[src/rtl/mult_pkg.sv]
// Shared constants and encodings for the sequential radix-2 Booth multiplier.
package mult_pkg;

  localparam int WIDTH = 32;
  localparam int ITERS = 32;
  localparam int CNT_W = 6;

  // Encoding 2'd3 is unused and falls back to ST_IDLE.
  typedef enum logic [1:0] {
    ST_IDLE = 2'd0,
    ST_RUN  = 2'd1,
    ST_DONE = 2'd2
  } state_e;

  // Booth recoding of {L[0], q}.
  typedef enum logic [1:0] {
    PAIR_NOP0 = 2'b00,
    PAIR_ADD  = 2'b01,
    PAIR_SUB  = 2'b10,
    PAIR_NOP1 = 2'b11
  } booth_pair_e;

endpackage

[src/rtl/booth_addsub_32.sv]
// 32-bit add/subtract (s = u + m or u - m) built from two 16-bit carry-select halves.
module booth_addsub_32
  import mult_pkg::*;
(
  input  logic [WIDTH-1:0] u,
  input  logic [WIDTH-1:0] m,
  input  logic             sub,
  output logic [WIDTH-1:0] s,
  output logic             overflow
);

  logic [WIDTH-1:0] b_eff;
  logic [16:0]      lo_sum;
  logic [15:0]      hi_c0;
  logic [15:0]      hi_c1;
  logic [15:0]      hi_sum;

  always_comb begin
    b_eff  = sub ? ~m : m;
    lo_sum = {1'b0, u[15:0]} + {1'b0, b_eff[15:0]} + {16'd0, sub};
    // Upper half precomputed for both carry-ins; the low carry only drives the select.
    hi_c0  = u[31:16] + b_eff[31:16];
    hi_c1  = u[31:16] + b_eff[31:16] + 16'd1;
    hi_sum = lo_sum[16] ? hi_c1 : hi_c0;
    s      = {hi_sum, lo_sum[15:0]};
    overflow = (u[31] == b_eff[31]) && (s[31] != u[31]);
  end

endmodule

[src/rtl/booth_mult_32.sv]
// Sequential 32x32 signed radix-2 Booth multiplier: one add/sub + arithmetic shift per cycle.
module booth_mult_32
  import mult_pkg::*;
(
  input  logic             clock,
  input  logic             resetn,
  input  logic             ctrl_MULT,
  input  logic [WIDTH-1:0] data_operandA,
  input  logic [WIDTH-1:0] data_operandB,
  output logic [WIDTH-1:0] data_result,
  output logic             data_exception,
  output logic             data_resultRDY,
  output logic             busy
);

  state_e           state_q, state_d;
  logic [WIDTH-1:0] m_q, m_d;
  logic [WIDTH-1:0] u_q, u_d;
  logic [WIDTH-1:0] l_q, l_d;
  logic             q_q, q_d;
  logic [CNT_W-1:0] count_q, count_d;
  logic [WIDTH-1:0] result_q, result_d;
  logic             exc_q, exc_d;

  booth_pair_e      pair;
  logic             add_en;
  logic             sub;
  logic [WIDTH-1:0] sum;
  logic             ovf;
  logic [WIDTH-1:0] s_eff;
  logic             sign;
  logic [WIDTH-1:0] u_shift;
  logic [WIDTH-1:0] l_shift;
  logic             fits;

  booth_addsub_32 u_addsub (
    .u        (u_q),
    .m        (m_q),
    .sub      (sub),
    .s        (sum),
    .overflow (ovf)
  );

  always_comb begin
    pair   = booth_pair_e'({l_q[0], q_q});
    add_en = (pair == PAIR_ADD) || (pair == PAIR_SUB);
    sub    = (pair == PAIR_SUB);
    s_eff  = add_en ? sum : u_q;
    // Sign recovered from overflow lets a 32-bit U handle M = 0x80000000.
    sign    = add_en ? (sum[31] ^ ovf) : u_q[31];
    u_shift = {sign, s_eff[31:1]};
    l_shift = {s_eff[0], l_q[31:1]};
    fits    = (u_shift == {WIDTH{l_shift[31]}});
  end

  always_comb begin
    state_d  = state_q;
    m_d      = m_q;
    u_d      = u_q;
    l_d      = l_q;
    q_d      = q_q;
    count_d  = count_q;
    result_d = result_q;
    exc_d    = exc_q;
    case (state_q)
      ST_IDLE, ST_DONE: begin
        state_d = ST_IDLE;
        if (ctrl_MULT) begin
          state_d = ST_RUN;
          m_d     = data_operandA;
          u_d     = '0;
          l_d     = data_operandB;
          q_d     = 1'b0;
          count_d = '0;
        end
      end
      ST_RUN: begin
        u_d     = u_shift;
        l_d     = l_shift;
        q_d     = l_q[0];
        count_d = count_q + 6'd1;
        if (count_q == CNT_W'(ITERS - 1)) begin
          state_d  = ST_DONE;
          result_d = l_shift;
          exc_d    = ~fits;
        end
      end
      default: state_d = ST_IDLE;
    endcase
  end

  always_ff @(posedge clock or negedge resetn) begin
    if (!resetn) begin
      state_q  <= ST_IDLE;
      m_q      <= '0;
      u_q      <= '0;
      l_q      <= '0;
      q_q      <= 1'b0;
      count_q  <= '0;
      result_q <= '0;
      exc_q    <= 1'b0;
    end else begin
      state_q  <= state_d;
      m_q      <= m_d;
      u_q      <= u_d;
      l_q      <= l_d;
      q_q      <= q_d;
      count_q  <= count_d;
      result_q <= result_d;
      exc_q    <= exc_d;
    end
  end

  assign data_result    = result_q;
  assign data_exception = exc_q;
  assign data_resultRDY = (state_q == ST_DONE);
  assign busy           = (state_q == ST_RUN);

endmodule

[config.mk]
export PLATFORM = sky130hd
export DESIGN_NAME = booth_mult_32
export DESIGN_NICKNAME = d
export VERILOG_FILES = /design/src/rtl/mult_pkg.sv /design/src/rtl/booth_addsub_32.sv /design/src/rtl/booth_mult_32.sv
export SDC_FILE = /design/constraint.sdc
export NUM_CORES = 1
export LEC_CHECK = 0
export BUFFER_PORTS_ARGS = -buffer_cell sky130_fd_sc_hd__buf_2
export CORE_MARGIN = 4
export CORE_UTILIZATION = 45
export DETAILED_ROUTE_END_ITERATION = 10
export SLEW_MARGIN = 10
export SYNTH_ARGS = -nofsm -noshare
export SYNTH_HDL_FRONTEND = slang
export SYNTH_HIERARCHICAL = 1
export SYNTH_SLANG_ARGS = --single-unit
[constraint.sdc]
create_clock -name clock -period 6.88 [get_ports clock]
set_input_delay 1.376 -clock clock [delete_from_list [all_inputs] [get_ports clock]]
set_output_delay 1.376 -clock clock [all_outputs]
set_load 0.05 [all_outputs]
==> results of run 1 <==
==> tightest hold or removal path: stages, from the launching register on <==
cell and delay, ns:
dfrtp_1 0.35, nand2_1 0.06, nand2_1 0.05
==> flip-flops by register name (all words and copies together) (netlist names) <==
register and count:
count_q 6, data_exception 1, data_result 32, l_q 32, m_q 32, q_q 1
state_q 2, u_q 32
==> layer usage <==
metal | track usage, % | share of wire (%)
met1 | 27.3 | 49
met2 | 29.9 | 45
met3 | 5.12 | 5.1
met4 | 4.75 | 0.88
met5 | 0 | 0.13
==> cell usage in the layout (no fill, tap or decap), drive strengths merged, types with 24 or more instances in the layout <==
| cell | instances |
|---|---|
| xor2 | 43 |
| nand2 | 209 |
| mux2i | 24 |
| xnor2 | 30 |
| buf | 109 |
| dfrtp | 138 |
| a22oi | 33 |
| o21ai | 48 |
| inv | 26 |
| ha | 36 |
| mux2 | 36 |
| a21oi | 43 |
==> stage by stage <==
stage / hold WS, ns / cells / utilization (%) / setup WS [ns]
after floorplan: 0.445 / 867 / - / 2.17
after global placement: 0.475 / 1160 / 50.4 / 1.89
after detailed placement: 0.477 / 1160 / 50.4 / 1.77
after CTS: 0.495 / 1192 / 53.8 / 1.72
after global routing: 0.519 / 1192 / 53.8 / 1.32
final: 0.494 / 1192 / 53.8 / 1.74
==> final cells by class <==
type	instances	area (um2)
flip-flops and latches	138	3450
clock buffers	18	439
inverters	16	60.1
fillers	1623	8100
repair buffers	109	572
well taps	225	282
multi-input cells	672	4480
clock inverters	14	151
==> logic make-up (layout without fill, tap and decap cells) <==
logic type,count (synthesis),in the layout,synth area share (%)
multiplexers,60,60,7.92
XOR/XNOR,73,73,7.93
AND/OR/NAND/NOR,318,318,17.6
adder cells (fa/ha/maj),38,38,6.01
flip-flops,138,138,42.3
AO/OA/AOI/OAI,183,183,15.2
buffers and inverters,57,157,3.02
==> final timing paths <==
kind                               startpoint                    endpoint  slack (ns)  cells after the start
min                        m_q[1]$_DFFE_PN0N_          m_q[1]$_DFFE_PN0N_        0.49                      2
max                           q_q$_DFFE_PN0P_  data_exception$_DFFE_PN0P_        1.74                     20
min in group asynchronous              resetn         m_q[23]$_DFFE_PN0N_        1.02                      1
max reg2reg                   q_q$_DFFE_PN0P_  data_exception$_DFFE_PN0P_        1.74                     20
min reg2reg                m_q[1]$_DFFE_PN0N_          m_q[1]$_DFFE_PN0N_        0.49                      2
max in group asynchronous              resetn      count_q[5]$_DFFE_PN0P_        4.66                      2
==> flow_summary.yaml, run 1 <==
clocking:
  post_cts_resized: 0
  clk_path_buf_depth: 2
  numClockSinks: 138
  clockRootBuffer: "clkbuf_16"
  cts_post_setup_buffers_inserted: 0
  insertion_delay_ns: 0.43
  cts-htree-levels: 4
  clk_pin_slew_worst_paths_ns: 0.06
  cts_buffers: 17
  ctsHoldBuffers: 0
  cts_tree: "done"
min_path:
  worstHoldPathType: "reg -> reg"
global_routing:
  overflow: 0
  grt_first_pass_wirelength_um: 32300
  grt_pass1_vias: 6364
  antenna_found_initial: 2
  grt_use_total_pct: 19.4
  grt_max_degree: 92
timing:
  max_freq_ghz: 0.194
  period_minus_slack_ns: 5.14
  tightest_slew_ns: 0.953
  fin_crit_sh_pct: 74.8
  final_hold_viol_count: 0
  rsz0062_at_grt: "no"
  relSlewSlack_pct: 36.4
  finalSetupTns_ns: 0
  finalSetupViolCount: 0
  fin_skew_ns: 0.0191
  drv_slew: 0
floorplanning:
  start_util_pct: 46.5
  fp.dieH_um: 143
  die_w_um: 143
  std_cell_rows: 48
  io_pins: 102
  die_area_um2: 20300
  core_area_um2: 17500
critical_path:
  slowest_delay_ns: 0.62
  crit_path_end_kind: "register"
  slowest_stage: "ha_2"
  worstPathRequired_ns: 7.17
  cp-start-kind: "register"
  cp_cell_sequence: "inv_1 > ha_2 > xor2_1 > ha_1 > inv_1 > fa_1 > nand3b_1 > nand2_1 > xnor2_1 > a221oi_1 > a21oi_1 > nand4_1 > nor4_1 > nand3_1 > xnor2_1 > or4_1 > nor4_1 > o221ai_1 > a21boi_1 > a31oi_1"
  cp_top_family: "simple AND/OR/NAND/NOR gates"
  path_buf_inv: 2
  arrival_ns: 5.43
  path_class: "reg -> reg"
  cp_max_fo: 22
drt:
  remaining_drc_errors: 0
  via_per_inst: 5.37
  postRouteAntennaNets: 0
  routed_wl_um: 18900
  avgRoutedWirePerCell_um: 15.9
  first_pass_iters: 4
  vias: 6405
  drt-initial-drc-count: 313
logic_synthesis:
  synth_top_area_cell: "dfrtp_1"
  synth_area_leaders: "dfrtp_1 (42%), nand2_1 (9.6%), ha_1 (5.5%), mux2_2 (5.0%), xor2_1 (4.6%)"
  seq_area_frac_synth_pct: 42.3
  synth_edf_count: 0
  synthDistinctLibCells: 68
  ys.flop_type: "dfrtp_1"
  syn_area_um2: 8160
  yosysTopAreaCellShare_pct: 42.3
  yosysWarnings: 6
  ys_ff_latch: 138
  syn_area_per_cell_um2: 9.41
  synth.most_common_cell: "nand2_1"
  syn-num-nets: 972
  synthArstFlopShare_pct: 100
  synthTopCellsByCount: "nand2_1 (209), dfrtp_1 (138), o21ai_0 (44)"
  post_synth_inst_count: 867
place:
  dp_hpwl_um: 12700
  place_congestion: 0.814
  place_area_um2: 8840
  port_buffers: 101
run:
  cap_violations: 0
cells_and_area:
  layout-drive-gt1-share_pct: 20.6
  area_delta_synth_final_pct: 15.7
  finalInstanceArea_um2: 9430
  num_antenna_cells: 0
  nNetsFinal: 1059
outcome:
  status: "finished, final reports clean"
Power of run 1 is not shown: default switching activity piles up to over one toggle a cycle in this logic, so the estimate is an artifact.
==> run 2: changes to the inputs <==
--- a/config.mk
+++ b/config.mk
@@ -9,6 +9,7 @@
 export CORE_MARGIN = 4
 export CORE_UTILIZATION = 45
 export DETAILED_ROUTE_END_ITERATION = 10
+export PLACE_DENSITY = 0.67
 export SLEW_MARGIN = 10
 export SYNTH_ARGS = -nofsm -noshare
 export SYNTH_HDL_FRONTEND = slang
==> constraint.sdc (replaced) <==
create_clock -name clock -period 4.22 [get_ports clock]
set_input_delay 0.844 -clock clock [delete_from_list [all_inputs] [get_ports clock]]
set_output_delay 0.844 -clock clock [all_outputs]
set_load 0.05 [all_outputs]
==> flow_summary.yaml, run 2 (synthesis results as in run 1) <==
timing:
  fin_crit_sh_pct: 99.0
  final_hold_viol_count: 0
  fin_skew_ns: 0.00974
  relSlewSlack_pct: 35.0
  finalSetupViolCount: 0
  max_freq_ghz: 0.239
  drv_slew: 0
  period_minus_slack_ns: 4.18
  rsz0062_at_grt: "yes"
  tightest_slew_ns: 0.975
  holdWs_ns: 0.454
drt:
  vias: 6793
  via_per_inst: 5.38
  first_pass_iters: 5
  remaining_drc_errors: 0
  postRouteAntennaNets: 0
  drt-initial-drc-count: 457
  routed_wl_um: 19900
  avgRoutedWirePerCell_um: 15.8
cells_and_area:
  final_cell_mix: "nand2_1 (207), dfrtp_1 (138), buf_2 (100)"
  num-fill-cells: 1550
  post-route-util_pct: 58.1
  layout-drive-gt1-share_pct: 28.3
  finalInstanceArea_um2: 10200
  final_common_cell: "nand2_1"
  multi_input_area_um2: 4630
  final_cells: 1262
  nNetsFinal: 1128
  seq_area_um2: 3450
  area_delta_synth_final_pct: 24.8
outcome:
  status: "finished, final reports clean"
floorplanning:
  core_area_um2: 17500
  start_util_pct: 46.5
  std_cell_rows: 48
  fp.dieH_um: 143
  die_area_um2: 20300
  die_w_um: 143
  io_pins: 102
global_routing:
  grt_use_total_pct: 20.5
  grt_max_degree: 79
  grt_pass1_vias: 6882
  antenna_found_initial: 1
  grt_first_pass_wirelength_um: 34100
  overflow: 0
critical_path:
  cp_max_fo: 6
  r2r-end: "data_exception$_DFFE_PN0P_"
  arrival_ns: 4.48
  r2r_cells: 20
  cp-start-kind: "register"
  reg2reg_from: "q_q$_DFFE_PN0P_"
  worstPathRequired_ns: 4.52
  ff2ff_setup_slack_ns: 0.04
  crit_path_end_kind: "register"
  path_class: "reg -> reg"
min_path:
  worstHoldPathType: "in -> async"
clocking:
  insertion_delay_ns: 0.43
  clockRootBuffer: "clkbuf_16"
  numClockSinks: 138
  cts_tree: "done"
  ctsHoldBuffers: 0
  clk_pin_slew_worst_paths_ns: 0.07
  cts_buffers: 17
  cts-htree-levels: 4
  clk_path_buf_depth: 2
place:
  place_congestion: 0.888
  place_area_um2: 9390
  placed_cells: 1224
  port_buffers: 101
  dp_hpwl_um: 13700
run:
  cap_violations: 0
run 2: layout make-up:
cell class	count	share of cell area [%]
Sequential cell	138	33.9
Inverter	16	0.590
Multi-Input combinational cell	672	45.5
Clock buffer	17	4.18
Tap cell	225	2.76
Timing Repair Buffer	178	11.1
Clock inverter	15	1.92
Antenna cell	1	0.0246
run 2: layer usage:
layer	vias up	global-route usage (%)	part of all wire (%)
li1	3367	-	-
met3	30	6.03	6.6
met1	3244	28.4	47
met2	150	31.6	44
met5	-	0	0.040
met4	2	5.85	1.6
run 2: worst max path at each step:
stage                            start                    endpoint  slack [ns]  depth (start not counted)
floorplan              q_q$_DFFE_PN0P_  data_exception$_DFFE_PN0P_       -0.09                         21
global placement       q_q$_DFFE_PN0P_  data_exception$_DFFE_PN0P_       -0.07                         19
detailed placement     q_q$_DFFE_PN0P_  data_exception$_DFFE_PN0P_       -0.21                         20
CTS                 l_q[0]$_DFFE_PN0P_  data_exception$_DFFE_PN0P_       0.009                         19
global route           q_q$_DFFE_PN0P_  data_exception$_DFFE_PN0P_       -0.21                         21
finish                 q_q$_DFFE_PN0P_  data_exception$_DFFE_PN0P_        0.04                         20
run 2: through the flow:
| step | setup TNS [ns] | worst slack, ns |
|---|---|---|
| 6_report | 0 | 0.0442 |
| 5_1_grt | -0.276 | -0.205 |
| 4_1_cts | 0 | 0.00898 |
| 3_5_place_dp | -0.209 | -0.209 |
| 3_3_place_gp | -0.0687 | -0.0687 |
| 2_1_floorplan | -0.0881 | -0.0881 |
run 2: critical path: stages (launching register included):
cell and delay, ns:
dfrtp_1 0.39, inv_2 0.07, ha_4 0.18, xor2_1 0.16, ha_2 0.20, inv_2 0.04, fa_2 0.35, nand3b_1 0.22
a2111o_1 0.48, a31oi_2 0.16, o21a_2 0.16, o211a_4 0.15, nor4b_4 0.24, nand4_2 0.16, xnor2_2 0.19, xor2_1 0.17
buf_4 0.16, nor3_2 0.15, o221ai_1 0.14, a21boi_1 0.17, a31oi_1 0.09
run 2: what timing repair did:
item / in CTS / in global routing
endpoints found under the hold margin: 0 / 0
setup endpoints to repair: 1 / 2
setup buffers: 5 / 1
pin swaps: 19 / 9
resized for setup: 12 / 12
Power of run 2 is left out for the same reason.
==> run 3: changes to the inputs <==
--- a/config.mk
+++ b/config.mk
@@ -7,9 +7,9 @@
 export LEC_CHECK = 0
 export BUFFER_PORTS_ARGS = -buffer_cell sky130_fd_sc_hd__buf_2
 export CORE_MARGIN = 4
-export CORE_UTILIZATION = 45
+export CORE_UTILIZATION = 53
 export DETAILED_ROUTE_END_ITERATION = 10
-export PLACE_DENSITY = 0.67
+export PLACE_DENSITY_LB_ADDON = 0.08
 export SLEW_MARGIN = 10
 export SYNTH_ARGS = -nofsm -noshare
 export SYNTH_HDL_FRONTEND = slang
==> flow_summary.yaml, run 3 (synthesis results as in run 1) <==
outcome:
  status: "complete, but fails checks"
  violations: "negative setup slack"
global_routing:
  grt_use_total_pct: 23.7
  grt_first_pass_wirelength_um: 34000
  antenna_found_initial: 0
  overflow: 0
  grt_max_degree: 87
  grt_pass1_vias: 7085
critical_path:
  startpoint: "l_q[0]$_DFFE_PN0P_"
  cp_top_family: "simple AND/OR/NAND/NOR gates"
  path_class: "reg -> reg"
  cp_max_fo: 5
  reg2reg_from: "l_q[0]$_DFFE_PN0P_"
  cp_cell_sequence: "ha_4 > buf_6 > buf_4 > xor2_1 > ha_1 > a21oi_2 > nand2_2 > buf_12 > xnor2_2 > a221oi_2 > a21oi_1 > nand4_1 > nor4_4 > buf_4 > xor2_1 > or4_1 > nor4_2 > o221ai_1 > a21boi_1 > a31oi_1"
  cp-start-kind: "register"
  path_buf_inv: 4
  crit_path_end_kind: "register"
  arrival_ns: 4.57
  slowest_delay_ns: 0.55
  slowest_stage: "or4_1"
  worstPathRequired_ns: 4.51
timing:
  rsz0062_at_grt: "yes"
  finalSetupViolCount: 1
  period_minus_slack_ns: 4.28
  relSlewSlack_pct: 36.6
  fin_crit_sh_pct: 101
  tightest_slew_ns: 0.951
  finalSetupTns_ns: -0.0597
  fin_skew_ns: 0.0156
  max_freq_ghz: 0.234
  fin_ws_ns: -0.0597
  drv_slew: 0
  final_hold_viol_count: 0
cells_and_area:
  final_cell_mix: "nand2_1 (207), dfrtp_1 (138), buf_2 (100)"
  layout-drive-gt1-share_pct: 30.5
  final_cells: 1241
  finalInstanceArea_um2: 10300
  final_common_cell: "nand2_1"
  num_antenna_cells: 0
  nNetsFinal: 1145
  area_delta_synth_final_pct: 26.5
  post-route-util_pct: 68.1
clocking:
  numClockSinks: 138
  insertion_delay_ns: 0.43
  cts_tree: "done"
  cts_buffers: 17
  cts-htree-levels: 4
  clk_path_buf_depth: 2
  clockRootBuffer: "clkbuf_16"
  clk_pin_slew_worst_paths_ns: 0.07
floorplanning:
  core_area_um2: 15100
  die_w_um: 132
  fp.dieH_um: 132
  io_pins: 102
  start_util_pct: 53.9
  die_area_um2: 17400
  std_cell_rows: 45
place:
  dp_hpwl_um: 13800
  placed_cells: 1189
  place_area_um2: 9330
  place_congestion: 0.942
  port_buffers: 101
drt:
  postRouteAntennaNets: 0
  routed_wl_um: 20600
  vias: 6976
  drt-initial-drc-count: 328
  first_pass_iters: 5
  avgRoutedWirePerCell_um: 16.6
  remaining_drc_errors: 0
  via_per_inst: 5.62
run:
  cap_violations: 0
min_path:
  worstHoldPathType: "in -> async"
## run 3: cell count changes in the layout (fill, tap and decap cells not counted), sizes merged
cell,before,now
buf,178,195
bufinv,2,3
clkbuf,17,18
clkinvlp,0,2
diode,1,0
inv,26,22
## run 3: path summary, 6_finish.rpt
kind | endpoint | slack (ns) | cells past startpoint
setup / recovery | data_exception$_DFFE_PN0P_ | -0.06 | 20
hold / removal | m_q[29]$_DFFE_PN0N_ | 0.48 | 1
setup reg to reg | data_exception$_DFFE_PN0P_ | -0.06 | 20
hold reg to reg | count_q[5]$_DFFE_PN0P_ | 0.49 | 1
max in group asynchronous | u_q[0]$_DFFE_PN0P_ | 2.84 | 2
min in group clock | count_q[5]$_DFFE_PN0P_ | 0.49 | 1
## run 3: cell type report
class / instances / area [um2]
clock buffer: 18 / 429
fill: 1205 / 4830
clock inverter: 14 / 185
timing repair buffer: 195 / 1240
sequential: 138 / 3450
inverter: 16 / 60.1
multi-input combinational: 672 / 4710
tap: 188 / 235
## run 3: through the flow
step / hold WS, ns / setup slack, ns
after floorplan: 0.445 / -0.0881
after global placement: 0.464 / -0.0377
after detailed placement: 0.476 / -0.123
after CTS: 0.484 / -0.0431
after global routing: 0.494 / -0.307
final: 0.481 / -0.0597
## run 3: repair_timing
item	CTS	global route
hold buffers	0	0
gates resized for setup	13	25
setup endpoints to repair	1	3
gates cloned	0	0
endpoints found under the hold margin	0	0
setup buffers	12	10
pin swaps	21	22
## run 3: metal layers
metal | track usage [%] | up-vias | part of all wire, %
met4 | 7.70 | 0 | 1.5
met5 | 0 | - | 0
li1 | - | 3390 | -
met2 | 39.2 | 198 | 49
met1 | 30.8 | 3362 | 44
met3 | 5.73 | 26 | 5.3
Power of run 3 is left out for the same reason.
